<file path="src/rtl/definitions.sv">
// rtl/definitions.sv - shared widths and latency of the shift-register/memory core read path
package definitions;

  // Core data and address widths.
  localparam int DATAWIDTH  = 8;
  localparam int ADDRWIDTH  = 8;

  // Cycles from rd_en to DataValid at the core boundary.
  localparam int READ_LAT   = 2;

  // Response FIFO depth; full-rate streaming needs RESP_DEPTH >= READ_LAT + 2.
  localparam int RESP_DEPTH = 4;

endpackage

</file>
<file path="src/rtl/resp_fifo.sv">
// rtl/resp_fifo.sv - parameterised synchronous response FIFO with occupancy count
module resp_fifo #(
  parameter int WIDTH = 8,
  parameter int DEPTH = 4
) (
  input  logic                           clk,
  input  logic                           reset,
  input  logic                           push_i,
  input  logic [WIDTH-1:0]               push_data_i,
  input  logic                           pop_i,
  output logic [WIDTH-1:0]               pop_data_o,
  output logic                           full_o,
  output logic                           empty_o,
  output logic [$clog2(DEPTH+1)-1:0]     count_o
);

  localparam int CNT_W = $clog2(DEPTH + 1);
  localparam int PTR_W = $clog2(DEPTH);
  localparam logic [PTR_W-1:0] LAST_PTR = PTR_W'(DEPTH - 1);

  logic [WIDTH-1:0] mem_q [DEPTH];
  logic [PTR_W-1:0] wr_ptr_q, wr_ptr_d;
  logic [PTR_W-1:0] rd_ptr_q, rd_ptr_d;
  logic [CNT_W-1:0] count_q, count_d;
  logic             do_pop;

  // Explicit wrap so non-power-of-two depths never index past the last entry.
  function automatic logic [PTR_W-1:0] ptr_inc(input logic [PTR_W-1:0] p);
    if (p == LAST_PTR) begin
      ptr_inc = '0;
    end else begin
      ptr_inc = p + PTR_W'(1);
    end
  endfunction

  // A pop request on an empty FIFO is ignored; pushes are never refused since
  // the upstream credit scheme guarantees a free slot.
  assign do_pop = pop_i && (count_q != '0);

  // Pointer and occupancy next-state.
  always_comb begin
    wr_ptr_d = wr_ptr_q;
    rd_ptr_d = rd_ptr_q;
    count_d  = count_q;
    if (push_i) begin
      wr_ptr_d = ptr_inc(wr_ptr_q);
    end
    if (do_pop) begin
      rd_ptr_d = ptr_inc(rd_ptr_q);
    end
    case ({push_i, do_pop})
      2'b10:   count_d = count_q + CNT_W'(1);
      2'b01:   count_d = count_q - CNT_W'(1);
      default: count_d = count_q;
    endcase
  end

  // Pointer and occupancy registers.
  always_ff @(posedge clk or posedge reset) begin
    if (reset) begin
      wr_ptr_q <= '0;
      rd_ptr_q <= '0;
      count_q  <= '0;
    end else begin
      wr_ptr_q <= wr_ptr_d;
      rd_ptr_q <= rd_ptr_d;
      count_q  <= count_d;
    end
  end

  // Storage is cleared on reset so the head data reads as zero afterwards.
  always_ff @(posedge clk or posedge reset) begin
    if (reset) begin
      for (int i = 0; i < DEPTH; i++) begin
        mem_q[i] <= '0;
      end
    end else if (push_i) begin
      mem_q[wr_ptr_q] <= push_data_i;
    end
  end

  assign pop_data_o = mem_q[rd_ptr_q];
  assign full_o     = (count_q == CNT_W'(DEPTH));
  assign empty_o    = (count_q == '0);
  assign count_o    = count_q;

endmodule

</file>
<file path="src/rtl/rd_resp_buffer.sv">
// rtl/rd_resp_buffer.sv - credit-managed read request/response front end for the memory core
module rd_resp_buffer
  import definitions::*;
#(
  parameter int DEPTH = RESP_DEPTH
) (
  input  logic                 clk,
  input  logic                 reset,
  input  logic                 req_valid,
  input  logic [ADDRWIDTH-1:0] req_addr,
  output logic                 req_ready,
  output logic                 rd_en,
  output logic [ADDRWIDTH-1:0] addr,
  input  logic [DATAWIDTH-1:0] dataout,
  input  logic                 DataValid,
  output logic                 m_valid,
  output logic [DATAWIDTH-1:0] m_data,
  input  logic                 m_ready,
  output logic                 err_unexp
);

  localparam int CNT_W = $clog2(DEPTH + 1);

  logic                 rd_en_q, rd_en_d;
  logic [ADDRWIDTH-1:0] addr_q, addr_d;
  logic [CNT_W-1:0]     outstanding_q, outstanding_d;
  logic                 err_q, err_d;

  logic [CNT_W-1:0]     fifo_count;
  logic                 fifo_empty;
  logic                 fifo_full;
  logic                 unused_full;
  logic [CNT_W:0]       credit_used;
  logic                 accept;
  logic                 has_outstanding;
  logic                 push;
  logic                 unexpected;

  // Slots already committed: data waiting in the FIFO plus reads still in the
  // core pipeline. One bit wider so DEPTH + DEPTH cannot wrap.
  assign credit_used     = {1'b0, fifo_count} + {1'b0, outstanding_q};
  assign req_ready       = (credit_used < (CNT_W + 1)'(DEPTH));
  assign accept          = req_valid && req_ready;
  assign has_outstanding = (outstanding_q != '0);
  assign push            = DataValid && has_outstanding;
  assign unexpected      = DataValid && !has_outstanding;

  // Request register, outstanding-read counter and sticky error next-state.
  always_comb begin
    rd_en_d       = accept;
    addr_d        = addr_q;
    outstanding_d = outstanding_q;
    err_d         = err_q || unexpected;
    if (accept) begin
      addr_d = req_addr;
    end
    case ({accept, push})
      2'b10:   outstanding_d = outstanding_q + CNT_W'(1);
      2'b01:   outstanding_d = outstanding_q - CNT_W'(1);
      default: outstanding_d = outstanding_q;
    endcase
  end

  // Request/credit state registers.
  always_ff @(posedge clk or posedge reset) begin
    if (reset) begin
      rd_en_q       <= 1'b0;
      addr_q        <= '0;
      outstanding_q <= '0;
      err_q         <= 1'b0;
    end else begin
      rd_en_q       <= rd_en_d;
      addr_q        <= addr_d;
      outstanding_q <= outstanding_d;
      err_q         <= err_d;
    end
  end

  resp_fifo #(
    .WIDTH (DATAWIDTH),
    .DEPTH (DEPTH)
  ) u_fifo (
    .clk         (clk),
    .reset       (reset),
    .push_i      (push),
    .push_data_i (dataout),
    .pop_i       (m_ready),
    .pop_data_o  (m_data),
    .full_o      (fifo_full),
    .empty_o     (fifo_empty),
    .count_o     (fifo_count)
  );

  // Credit already bounds occupancy, so the full flag is informational only.
  assign unused_full = fifo_full;

  assign rd_en     = rd_en_q;
  assign addr      = addr_q;
  assign m_valid   = !fifo_empty;
  assign err_unexp = err_q;

endmodule

</file>
<file path="config.mk">
export PLATFORM = sky130hd
export DESIGN_NAME = rd_resp_buffer
export DESIGN_NICKNAME = d
export VERILOG_FILES = /design/src/rtl/definitions.sv /design/src/rtl/resp_fifo.sv /design/src/rtl/rd_resp_buffer.sv
export SDC_FILE = /design/constraint.sdc
export NUM_CORES = 1
export LEC_CHECK = 0
export BUFFER_PORTS_ARGS = -buffer_cell sky130_fd_sc_hd__buf_2
export CAP_MARGIN = 0
export CORE_ASPECT_RATIO = 1.25
export CORE_MARGIN = 1.5
export CORE_UTILIZATION = 44
export DETAILED_ROUTE_END_ITERATION = 16
export HOLD_SLACK_MARGIN = 0.12
export PLACE_DENSITY = 0.69
export SYNTH_ARGS = -nofsm -noshare
export SYNTH_HDL_FRONTEND = slang
export SYNTH_HIERARCHICAL = 1
export SYNTH_SLANG_ARGS = --single-unit
</file>
<file path="constraint.sdc">
create_clock -name clk -period 3.1 [get_ports clk]
set_clock_uncertainty 0.1 [all_clocks]
set_input_delay 0 -clock clk [delete_from_list [all_inputs] [get_ports clk]]
set_output_delay 0 -clock clk [all_outputs]
set_load 0.02 [all_outputs]
</file>
* Word level (Yosys, flattened, before mapping) *
Index checks and enable logic that the tools add are counted.

word-level totals
  word-level logic and storage cells = 53
  output and inout port bits = 20
  register bits after elaboration = 52

cells by class
  bitwise operators = 2
  reduce and logical (&&, ||, !) cells = 13
  add/sub/neg operators = 7
  multiplexer cells = 10
  order comparisons = 4
  equal/unequal tests = 6

operators by type and width
  operator             count
  $bwmux 32            1
  $mux 8               3
  $bmux 8 s2           1
  $demux 8 s2          1
  $pmux 3 s2           2
  $eq 2x2->1 const B   4
  $add 3x1->3 const B  2
  $ge 3x3->1 const B   2
  $not 2->3            2
  $reduce_bool 3->1    2
  $sub 3x1->3 const B  2
  $logic_and 1x1->1    5
  $add 2x1->2 const B  2
  $add 3x3->4          1
  $eq 2x1->1 const B   2
  $lt 4x3->1 const B   1
  $mux 2               2
  $reduce_bool 2->1    2
  $logic_not 3->1      1
  $lt 3x1->1 const B   1
  $logic_not 1->1      2
  $logic_or 1x1->1     1

* Longest topological paths before layout *
Gate-level depths: netlist of run 1.

  depth in word-level cells = 6
  mapped depth = 10
  gate-level depth less buffers = 9

* Cells and area by module *
Netlist of run 1, hierarchy kept.

modules (own cells, without submodules)
  module          sequential area each (um^2)  instances  area an instance (um^2)  cells an instance
  resp_fifo       975.9                        1          1810.5                   116
  rd_resp_buffer  325.3                        1          635.6                    43

* Worst setup path before layout of run 1 *
No wires, ideal clock.

  path kind = register to register
  from = reg outstanding_q[2]
  to = reg outstanding_q[2]
  path slack = 1023 ps
  path buffers = 0
  cell stages (with the launch flop) = 10
  clock period less this slack = 2077 ps
  arrival = 1851 ps
  cells stage by stage = dfrtp_1 ha_1 nor4b_4 nand2_2 ha_1 inv_1 fa_1 xor2_1 nor2_1 xor2_1

on the way
  cells in the longest elaborated chain, start to end = 5
  elaborated cells on any way between the ends = 11

ends and longest elaborated chain
  what                                             line                  RTL
  from (decl)                                      rd_resp_buffer.sv:26  logic [CNT_W-1:0] outstanding_q, outstanding_d;
  from (signal assigned)                           rd_resp_buffer.sv:74  outstanding_q <= outstanding_d;
  $add 3x3->4                                      rd_resp_buffer.sv:41  assign credit_used = {1'b0, fifo_count} + {1'b0, outstanding_q};
  $lt 4x3->1                                       rd_resp_buffer.sv:42  assign req_ready = (credit_used < (CNT_W + 1)'(DEPTH));
  $logic_and 1x1->1                                rd_resp_buffer.sv:43  assign accept = req_valid && req_ready;
  $eq 2x1->1 or $eq 2x2->1 (tied branches)         rd_resp_buffer.sv:57  case ({accept, push})
  $pmux 3 s2 or $reduce_bool 2->1 (tied branches)  --

Parallel ways exist; a longest one is shown, timed or not.
A chain may end at the register's enable or synchronous reset.

* Worst setup path after layout of run 1 *
  from = reg outstanding_q[0]
  to = reg outstanding_q[2]

on the way
  elaborated cells on any way between the ends = 11

RTL lines
  what                                             line                  RTL
  $reduce_bool 3->1 (*)                            rd_resp_buffer.sv:44  assign has_outstanding = (outstanding_q != '0);
  $logic_and 1x1->1 (*)                            rd_resp_buffer.sv:45  assign push = DataValid && has_outstanding;
  via push                                         rd_resp_buffer.sv:36  logic push;
  $eq 2x1->1 or $eq 2x2->1 (tied branches)         rd_resp_buffer.sv:57
  $pmux 3 s2 or $reduce_bool 2->1 (tied branches)  --

The timed path passes the listed nets; every way through them passes the cells marked *.

==> results of run 1 <==
layer usage:
layer,track usage [%],vias up,wire [um],part of all wire [%]
met5,0,-,0,0
met4,5.35,0,64,1.6
met3,3.49,6,213,5.2
met2,26.7,44,2060,50
met1,18.5,705,1750,43
li1,-,681,-,-
cells in the final DEF (no fill, tap or decap):
master / n
ha_1: 9
dfrtp_1: 52
inv_1: 12
nor4b_4: 1
nor4b_1: 1
a21o_1: 1
nand2_2: 5
dlygate4sd3_1: 20
nor2_1: 3
clkbuf_1: 1
inv_8: 1
mux2_2: 34
nor3_2: 1
fa_1: 2
clkinvlp_4: 1
nand3_1: 1
inv_2: 1
nor3_1: 1
o21ai_0: 2
or3_1: 1
buf_2: 40
nand2b_4: 1
buf_4: 1
mux2_4: 8
clkbuf_8: 6
nor2b_1: 1
xnor2_1: 2
nand2_1: 1
xor2_1: 4
mux2i_1: 2
mux4_2: 8
metrics by stage:
stage          setup slack, ns  hold slack (ns)  utilization [%]  instance area [um2]
2_1_floorplan             1.02           -0.223                -                 2440
3_3_place_gp             0.814          -0.0512             50.0                 2700
3_5_place_dp             0.716          -0.0547             50.0                 2700
4_1_cts                  0.688            0.154             55.4                 2990
5_1_grt                  0.408            0.194             55.4                 2990
6_report                 0.683            0.153             55.4                 2990
tightest hold or removal path, stage by stage:
cell and delay (ns):
dlygate4sd3_1 0.53, buf_2 0.12, inv_1 0.34
flip-flops by register name, indices dropped and copies added (netlist names):
name	flops
u_fifo/rd_ptr_q	2
rd_en	1
outstanding_q	3
u_fifo/count_o	3
u_fifo/mem_q	32
addr	8
u_fifo/wr_ptr_q	2
err_unexp	1
where the power goes:
| group | internal, W | switching (W) |
|---|---|---|
| Sequential | 0.00103 | 0.000258 |
| Clock | 0.000182 | 0.000211 |
| Combinational | 0.000837 | 0.000722 |
final cells by class:
class / count / area (um2)
Inverter: 14 / 60.1
Timing Repair Buffer: 61 / 408
Multi-Input combinational cell: 89 / 1050
Clock inverter: 1 / 7.51
Sequential cell: 52 / 1300
Clock buffer: 7 / 86.3
Fill cell: 455 / 2410
Tap cell: 64 / 80.1
worst paths after layout:
path | end | startpoint
max | outstanding_q[2]$_DFFE_PP0P_ | outstanding_q[0]$_DFFE_PP0P_
min | addr[3]$_DFFE_PP0P_ | reset
max reg2reg | outstanding_q[2]$_DFFE_PP0P_ | outstanding_q[0]$_DFFE_PP0P_
min reg2reg | err_unexp$_DFF_PP0_ | err_unexp$_DFF_PP0_
max in group asynchronous | u_fifo/count_o[2]$_DFFE_PP0P_ | reset
min in group clk | err_unexp$_DFF_PP0_ | DataValid
==> impl_metrics.py, run 1 <==
metrics = {
    "min_path": {
        "hp-class": "input pin to asynchronous set/reset pin",
    },
    "timing": {
        "min_period_over_period_pct": 78.0,
        "period_needed_ns": 2.42,
        "fmax_mhz": 414,
        "relSlewSlack_pct": 50.9,
        "finalSetupViolCount": 0,
        "hold_viol_final": 0,
        "drv_slew": 0,
        "rsz0062_at_grt": "false",
        "final.setup.tns_ns": 0,
        "tightest_slew_ns": 0.735,
    },
    "grt": {
        "grt_start_max_net_pins": 40,
        "grt_usage_pct": 15.2,
        "antenna_found_initial": 0,
        "grt-ovfl-total": 0,
        "grt_pass1_wl_mm": 7.02,
        "grt_pass1_vias": 1455,
    },
    "worst_setup_path": {
        "critPathMaxFanout": 9,
        "path_cells": "nor3_1, nor2b_1, ha_1, inv_1, fa_1, xor2_1, nor2_1, xor2_1",
        "path_delay_family": "simple AND/OR/NAND/NOR gates",
        "r2r_cells": 8,
        "crit_cells": 8,
        "cpPeakStageDelay_ns": 0.58,
        "end_kind": "register",
        "start_kind": "register",
        "cp_data_required_time_ns": 3.22,
        "crit_type": "register to register",
        "slowest_stage": "nor2b_1",
        "ff2ff_setup_slack_ns": 0.68,
        "crit_arrival_ns": 2.54,
        "critPathBufInv": 1,
        "critPathMostFrequentCell": "xor2_1",
    },
    "placement": {
        "dp_hpwl_mm": 2.79,
        "gp_congestion": 0.764,
        "dp_cells": 260,
        "portBuffers": 40,
    },
    "clocking": {
        "hold_buffers": 20,
        "h-tree-depth": 2,
        "path_clk_slew_ns": 0.09,
        "cts_setup_buffers": 0,
        "cts-root-buf": "clkbuf_8",
        "clk_latency_ns": 0.30,
        "cts_resized": 0,
        "cts_tree": "done",
        "numCtsBuffers": 5,
        "clk_path_buf_depth": 2,
        "cts.sinks": 52,
    },
    "synth": {
        "netlist_area_mm2": 0.00244,
        "syn_nets": 190,
        "synth_cells": 158,
        "ys_warn_count": 6,
        "avgSynthCellArea_um2": 15.4,
    },
    "floorplanning": {
        "ios": 41,
        "die_w_um": 69.6,
        "die_area_mm2": 0.00600,
        "chipHeight_um": 86.3,
        "rows": 30,
        "initial_core_util_pct": 45.1,
        "coreArea_mm2": 0.00541,
    },
    "route": {
        "vias_per_cell": 4.99,
        "wirelength_mm": 4.09,
        "drtPass1Iterations": 4,
        "wl_per_cell_um": 14.2,
        "postRouteAntennaNets": 0,
        "drc": 0,
        "vias": 1436,
        "drt-initial-drc-count": 43,
    },
    "flow_run": {
        "maxCapViolations": 0,
    },
    "power_and_ir_drop": {
        "p_leak_nw": 1.39,
        "total_power_w": 0.00324,
        "peakVddDrop_mv": 0.481,
        "power.density_mw_per_mm2": 1080,
    },
    "finish": {
        "synthToLayoutAreaGrowth_pct": 22.7,
        "final_cells": 288,
        "drive_above_1_share_pct": 48.2,
        "final_nets": 255,
        "antennaDiodeCount": 0,
    },
    "outcome": {
        "status": "completed",
    },
}
(Power assumes the default switching activity.)
==> inputs of run 2 (changes only) <==
Clock period 3.1 ns to 2.35 ns, I/O delays scaled along.
==> impl_metrics.py, run 2 (synthesis gave the netlist of run 1 again) <==
metrics = {
    "worst_setup_path": {
        "cpPeakStageDelay_ns": 0.42,
        "critPathMaxFanout": 3,
        "cp_data_required_time_ns": 2.43,
        "ff2ff_setup_slack_ns": 0.14,
        "path_cells": "ha_1, nor4b_4, nand2_2, ha_1, inv_1, fa_1, xor2_1, nor2_1, xor2_1",
        "crit_arrival_ns": 2.29,
        "start_kind": "register",
        "crit_type": "register to register",
        "path_delay_family": "adder cells",
        "critPathBufInv": 1,
        "end_kind": "register",
        "slowest_stage": "dfrtp_1",
    },
    "finish": {
        "final_util_pct": 55.6,
        "largest_reg_flops": 32,
        "final_nets": 256,
        "multi_input_area_mm2": 0.00105,
        "drive_above_1_share_pct": 48.4,
        "layout_common_cells": "dfrtp_1, buf_2, mux2_2",
        "design_area_mm2": 0.00301,
        "num-fill-cells": 465,
        "final_cells": 287,
        "antennaDiodeCount": 0,
        "final_common_cell": "dfrtp_1",
        "regArea_mm2": 0.00130,
        "regMostFlops": "u_fifo/mem_q",
        "synthToLayoutAreaGrowth_pct": 23.2,
    },
    "timing": {
        "hold_viol_final": 0,
        "fmax_mhz": 453,
        "finalSetupViolCount": 0,
        "min_period_over_period_pct": 94.0,
        "relSlewSlack_pct": 60.0,
        "rsz0062_at_grt": "false",
        "final.setup.tns_ns": 0,
        "period_needed_ns": 2.21,
        "tightest_slew_ns": 0.599,
        "drv_slew": 0,
    },
    "power_and_ir_drop": {
        "switching_power_w": 0.00155,
        "p_leak_nw": 1.41,
        "power.density_mw_per_mm2": 1440,
        "combPwrFrac_pct": 47.6,
        "total_power_w": 0.00433,
        "peakVddDrop_mv": 0.887,
        "seqPwrFrac_pct": 39.2,
        "swShare_pct": 35.8,
        "clock_power_share_pct": 13.2,
        "p_int_w": 0.00278,
    },
    "clocking": {
        "path_clk_slew_ns": 0.08,
        "cts-root-buf": "clkbuf_8",
        "h-tree-depth": 2,
        "clk_latency_ns": 0.29,
        "numCtsBuffers": 5,
        "cts_tree": "done",
        "cts.sinks": 52,
        "clk_path_buf_depth": 2,
        "cts_resized": 0,
    },
    "outcome": {
        "status": "completed",
    },
    "grt": {
        "grt_pass1_vias": 1485,
        "grt_usage_pct": 14.8,
        "grt_pass1_wl_mm": 7.04,
        "grt-ovfl-total": 0,
        "grt_start_max_net_pins": 40,
        "antenna_found_initial": 0,
    },
    "floorplanning": {
        "ios": 41,
        "die_w_um": 69.6,
        "coreArea_mm2": 0.00541,
        "initial_core_util_pct": 45.1,
        "chipHeight_um": 86.3,
        "rows": 30,
        "die_area_mm2": 0.00600,
    },
    "placement": {
        "placed_cell_area_mm2": 0.00271,
        "gp_congestion": 0.752,
        "dp_hpwl_mm": 2.80,
        "portBuffers": 40,
        "dp_cells": 261,
    },
    "min_path": {
        "hp-class": "input pin to asynchronous set/reset pin",
    },
    "route": {
        "wl_per_cell_um": 13.9,
        "wirelength_mm": 4.00,
        "vias_per_cell": 4.97,
        "vias": 1426,
        "postRouteAntennaNets": 0,
        "drt-initial-drc-count": 41,
        "drtPass1Iterations": 4,
        "drc": 0,
    },
    "flow_run": {
        "maxCapViolations": 0,
    },
}
==> run 2: cell count changes in the layout (fill, tap and decap cells not counted) <==
| cell | before | now |
|---|---|---|
| buf_4 | 1 | 2 |
| bufinv_16 | 0 | 1 |
| clkbuf_1 | 1 | 0 |
| clkbuf_8 | 6 | 5 |
| clkinvlp_4 | 1 | 0 |
==> run 2: final timing paths <==
check	from	endpoint	depth (start not counted)
worst max-delay path	outstanding_q[2]$_DFFE_PP0P_	outstanding_q[2]$_DFFE_PP0P_	9
worst min-delay path	reset	addr[3]$_DFFE_PP0P_	3
max in group asynchronous	reset	u_fifo/mem_q[29]$_DFFE_PP0P_	4
worst min register to register	err_unexp$_DFF_PP0_	err_unexp$_DFF_PP0_	1
min in group clk	DataValid	err_unexp$_DFF_PP0_	3
worst max register to register	outstanding_q[2]$_DFFE_PP0P_	outstanding_q[2]$_DFFE_PP0P_	9
==> run 2: stage by stage <==
stage / worst slack [ns] / hold WS, ns
2_1_floorplan: 0.273 / -0.223
6_report: 0.140 / 0.165
4_1_cts: 0.121 / 0.177
5_1_grt: 0.0296 / 0.221
3_3_place_gp: 0.191 / -0.0466
3_5_place_dp: 0.140 / -0.0495
==> run 2: power by group through the flow <==
stage                     Combinational, W  Sequential [W]  Clock (W)
after global placement             0.00203         0.00170          0
final                              0.00206         0.00170   0.000572
after floorplan                    0.00161         0.00168          0
after detailed placement           0.00207         0.00171          0
after CTS                          0.00209         0.00170   0.000598
after global routing               0.00224         0.00176   0.000630
==> run 2: worst min-delay path, cell delays in order <==
cell and delay [ns]:
dlygate4sd3_1 0.53, buf_2 0.12, inv_1 0.35
==> run 2: layout make-up <==
class / instances / area share [%]
clock buffer: 5 / 2.29
clock inverter: 1 / 0.999
inverter: 14 / 2.00
multi-input combinational: 89 / 35.0
sequential: 52 / 43.3
tap: 64 / 2.66
timing repair buffer: 62 / 13.8
==> run 2: what timing repair did <==
action                                 in CTS  in global routing
endpoints found under the hold margin      97                  0
hold buffers                               20                  0
setup buffers                               0                  0
==> run 2: per-layer routing <==
layer	vias up	part of all wire, %	track usage, %
met4	0	1.2	3.74
met2	38	51	26.0
li1	675	-	-
met5	-	0	0
met3	6	4.6	3.60
met1	707	43	18.6
==> inputs of run 3 (changes only) <==
Settings changed: SYNTH_HIERARCHICAL 1 to not set.
==> impl_metrics.py, run 3 <==
metrics = {
    "finish": {
        "final_cells": 287,
        "layout_common_cells": "dfrtp_1, buf_2, mux2_4",
        "drive_above_1_share_pct": 48.4,
        "synthToLayoutAreaGrowth_pct": 23.1,
        "num-fill-cells": 450,
        "final_common_cell": "dfrtp_1",
        "largest_reg_flops": 32,
        "antennaDiodeCount": 0,
        "final_nets": 254,
        "regMostFlops": "u_fifo.mem_q",
    },
    "power_and_ir_drop": {
        "p_int_w": 0.00285,
        "clock_power_share_pct": 11.4,
        "p_leak_nw": 1.52,
        "peakVddDrop_mv": 0.703,
        "power.density_mw_per_mm2": 1440,
        "swShare_pct": 36.7,
        "seqPwrFrac_pct": 38.5,
        "combPwrFrac_pct": 50.1,
        "switching_power_w": 0.00165,
    },
    "synth": {
        "ys_warn_count": 0,
        "syn_nets": 187,
        "synth-xor-area-share_pct": 2.07,
        "synth_top_family_by_area": "multiplexers",
        "netlist_area_mm2": 0.00254,
        "ys.flop_type": "dfrtp_1",
        "synth_top_area_share_pct": 51.3,
        "synthTopCellsByArea": "dfrtp_1, mux2_4, mux4_2",
        "async_reset_ff_share_pct": 100,
        "yosys.area_share.adder_pct": 6.02,
        "synth_cells": 155,
        "yosysMostFrequentCell": "dfrtp_1",
        "synth-seq-cells": 52,
        "yosys.area_share.simple_pct": 5.67,
        "avgSynthCellArea_um2": 16.4,
        "yosysTopAreaCell": "dfrtp_1",
        "yosys.cell_types.count": 26,
        "synthMuxAreaShare_pct": 31.1,
        "synth_compound_area_share_pct": 1.53,
        "synth_enable_flop_cells": 0,
        "yosysSeqAreaShare_pct": 51.3,
        "synth_commonest_cells": "dfrtp_1, mux2_4, inv_1, mux2_2, ha_1",
    },
    "route": {
        "vias_per_cell": 4.99,
        "drtPass1Iterations": 4,
        "drc": 0,
        "postRouteAntennaNets": 0,
        "drt-initial-drc-count": 51,
        "wirelength_mm": 4.34,
        "vias": 1431,
        "wl_per_cell_um": 15.1,
    },
    "timing": {
        "relSlewSlack_pct": 54.2,
        "rsz0062_at_grt": "false",
        "tightest_slew_ns": 0.686,
        "hold_viol_final": 0,
        "whs_ns": 0.245,
        "min_period_over_period_pct": 93.4,
        "final.setup.tns_ns": 0,
        "drv_slew": 0,
        "layout_setup_ws_ns": 0.155,
        "fmax_mhz": 456,
        "period_needed_ns": 2.20,
        "finalSetupViolCount": 0,
    },
    "grt": {
        "grt_pass1_vias": 1561,
        "grt_use_met2_pct": 24.6,
        "grt-ovfl-total": 0,
        "grt_use_met3_pct": 4.14,
        "antenna_found_initial": 0,
        "met1_usage_pct": 22.0,
        "grt_usage_pct": 15.7,
        "grt_start_max_net_pins": 34,
        "busiest_layer": "met2",
        "grt_pass1_wl_mm": 7.58,
    },
    "worst_setup_path": {
        "end_kind": "register",
        "crit_type": "register to register",
        "crit_arrival_ns": 2.28,
        "cp_data_required_time_ns": 2.43,
        "critPathMaxFanout": 4,
        "start_kind": "register",
    },
    "min_path": {
        "hp-class": "input pin to asynchronous set/reset pin",
    },
    "floorplanning": {
        "die_area_mm2": 0.00623,
        "coreArea_mm2": 0.00548,
        "rows": 30,
        "chipHeight_um": 87.9,
        "initial_core_util_pct": 46.3,
        "die_w_um": 70.9,
        "ios": 41,
    },
    "clocking": {
        "cts-root-buf": "clkbuf_8",
        "numCtsBuffers": 5,
        "clk_latency_ns": 0.29,
        "clk_path_buf_depth": 2,
        "cts.sinks": 52,
        "h-tree-depth": 2,
        "path_clk_slew_ns": 0.08,
        "cts_tree": "done",
    },
    "placement": {
        "dp_hpwl_mm": 2.87,
        "dp_cells": 259,
        "gp_congestion": 0.710,
        "place_ws_ns": 0.128,
        "portBuffers": 40,
    },
    "outcome": {
        "status": "completed",
    },
    "flow_run": {
        "maxCapViolations": 0,
    },
}
## run 3: what timing repair did
item	CTS	global route
endpoints found under the setup margin	0	1
endpoints found under the hold margin	77	0
setup buffers	0	0
resized for setup	0	1
hold buffers	20	0
## run 3: layout make-up
cell class	count	area, um2	share of cell area, %
flip-flops and latches	52	1300	41.6
repair buffers	62	415	13.3
inverters	12	50.0	1.60
well taps	64	80.1	2.56
clock buffers	7	86.3	2.76
clock inverters	1	7.51	0.240
multi-input cells	89	1180	37.9
## run 3: kinds of logic after synthesis
| kind of cell | Yosys count |
|---|---|
| multiplexers | 52 |
| flip-flops | 52 |
| adder cells (fa/ha/maj) | 11 |
| buffers and inverters | 14 |
| AND/OR/NAND/NOR | 16 |
| XOR/XNOR | 6 |
| AO/OA/AOI/OAI | 4 |
## run 3: worst paths after layout
| check | startpoint | end | slack, ns | cells after the start |
|---|---|---|---|---|
| setup / recovery | outstanding_q[2]$_DFFE_PP0P_ | outstanding_q[2]$_DFFE_PP0P_ | 0.15 | 9 |
| hold / removal | reset | err_unexp$_DFF_PP0_ | 0.25 | 3 |
| setup reg to reg | outstanding_q[2]$_DFFE_PP0P_ | outstanding_q[2]$_DFFE_PP0P_ | 0.15 | 9 |
| hold reg to reg | err_unexp$_DFF_PP0_ | err_unexp$_DFF_PP0_ | 0.36 | 1 |
| max in group asynchronous | reset | u_fifo.mem_q[8]$_DFFE_PP0P_ | 1.29 | 4 |
| min in group clk | err_unexp$_DFF_PP0_ | err_unexp$_DFF_PP0_ | 0.36 | 1 |
## run 3: per-layer routing
metal | share of wire [%] | wire length, um | vias up
met5 | 0 | 0 | -
met4 | 0.76 | 33 | 0
met1 | 47 | 2040 | 713
li1 | - | - | 680
met3 | 4.1 | 177 | 4
met2 | 48 | 2090 | 34
## run 3: stage by stage
stage	utilization [%]	instance area (um2)	power [W]
after floorplan	-	2540	0.00346
after global placement	51.5	2820	0.00392
after detailed placement	51.5	2820	0.00397
after CTS	56.9	3120	0.00453
after global routing	57.0	3120	0.00481
final	57.0	3120	0.00450
## run 3: critical path, stage by stage, from the launching register on
cell	delay [ns]
dfrtp_1	0.45
ha_1	0.34
nor4b_2	0.22
nand2_1	0.12
ha_1	0.23
inv_1	0.08
fa_1	0.18
xor2_1	0.16
nor2_1	0.06
xor2_1	0.14
## run 3: power groups by stage
stage	sequential, W	clock [W]	combinational [W]
2_1_floorplan	0.00170	0	0.00175
3_3_place_gp	0.00173	0	0.00219
6_report	0.00173	0.000511	0.00225
3_5_place_dp	0.00175	0	0.00223
4_1_cts	0.00173	0.000537	0.00226
5_1_grt	0.00180	0.000561	0.00245
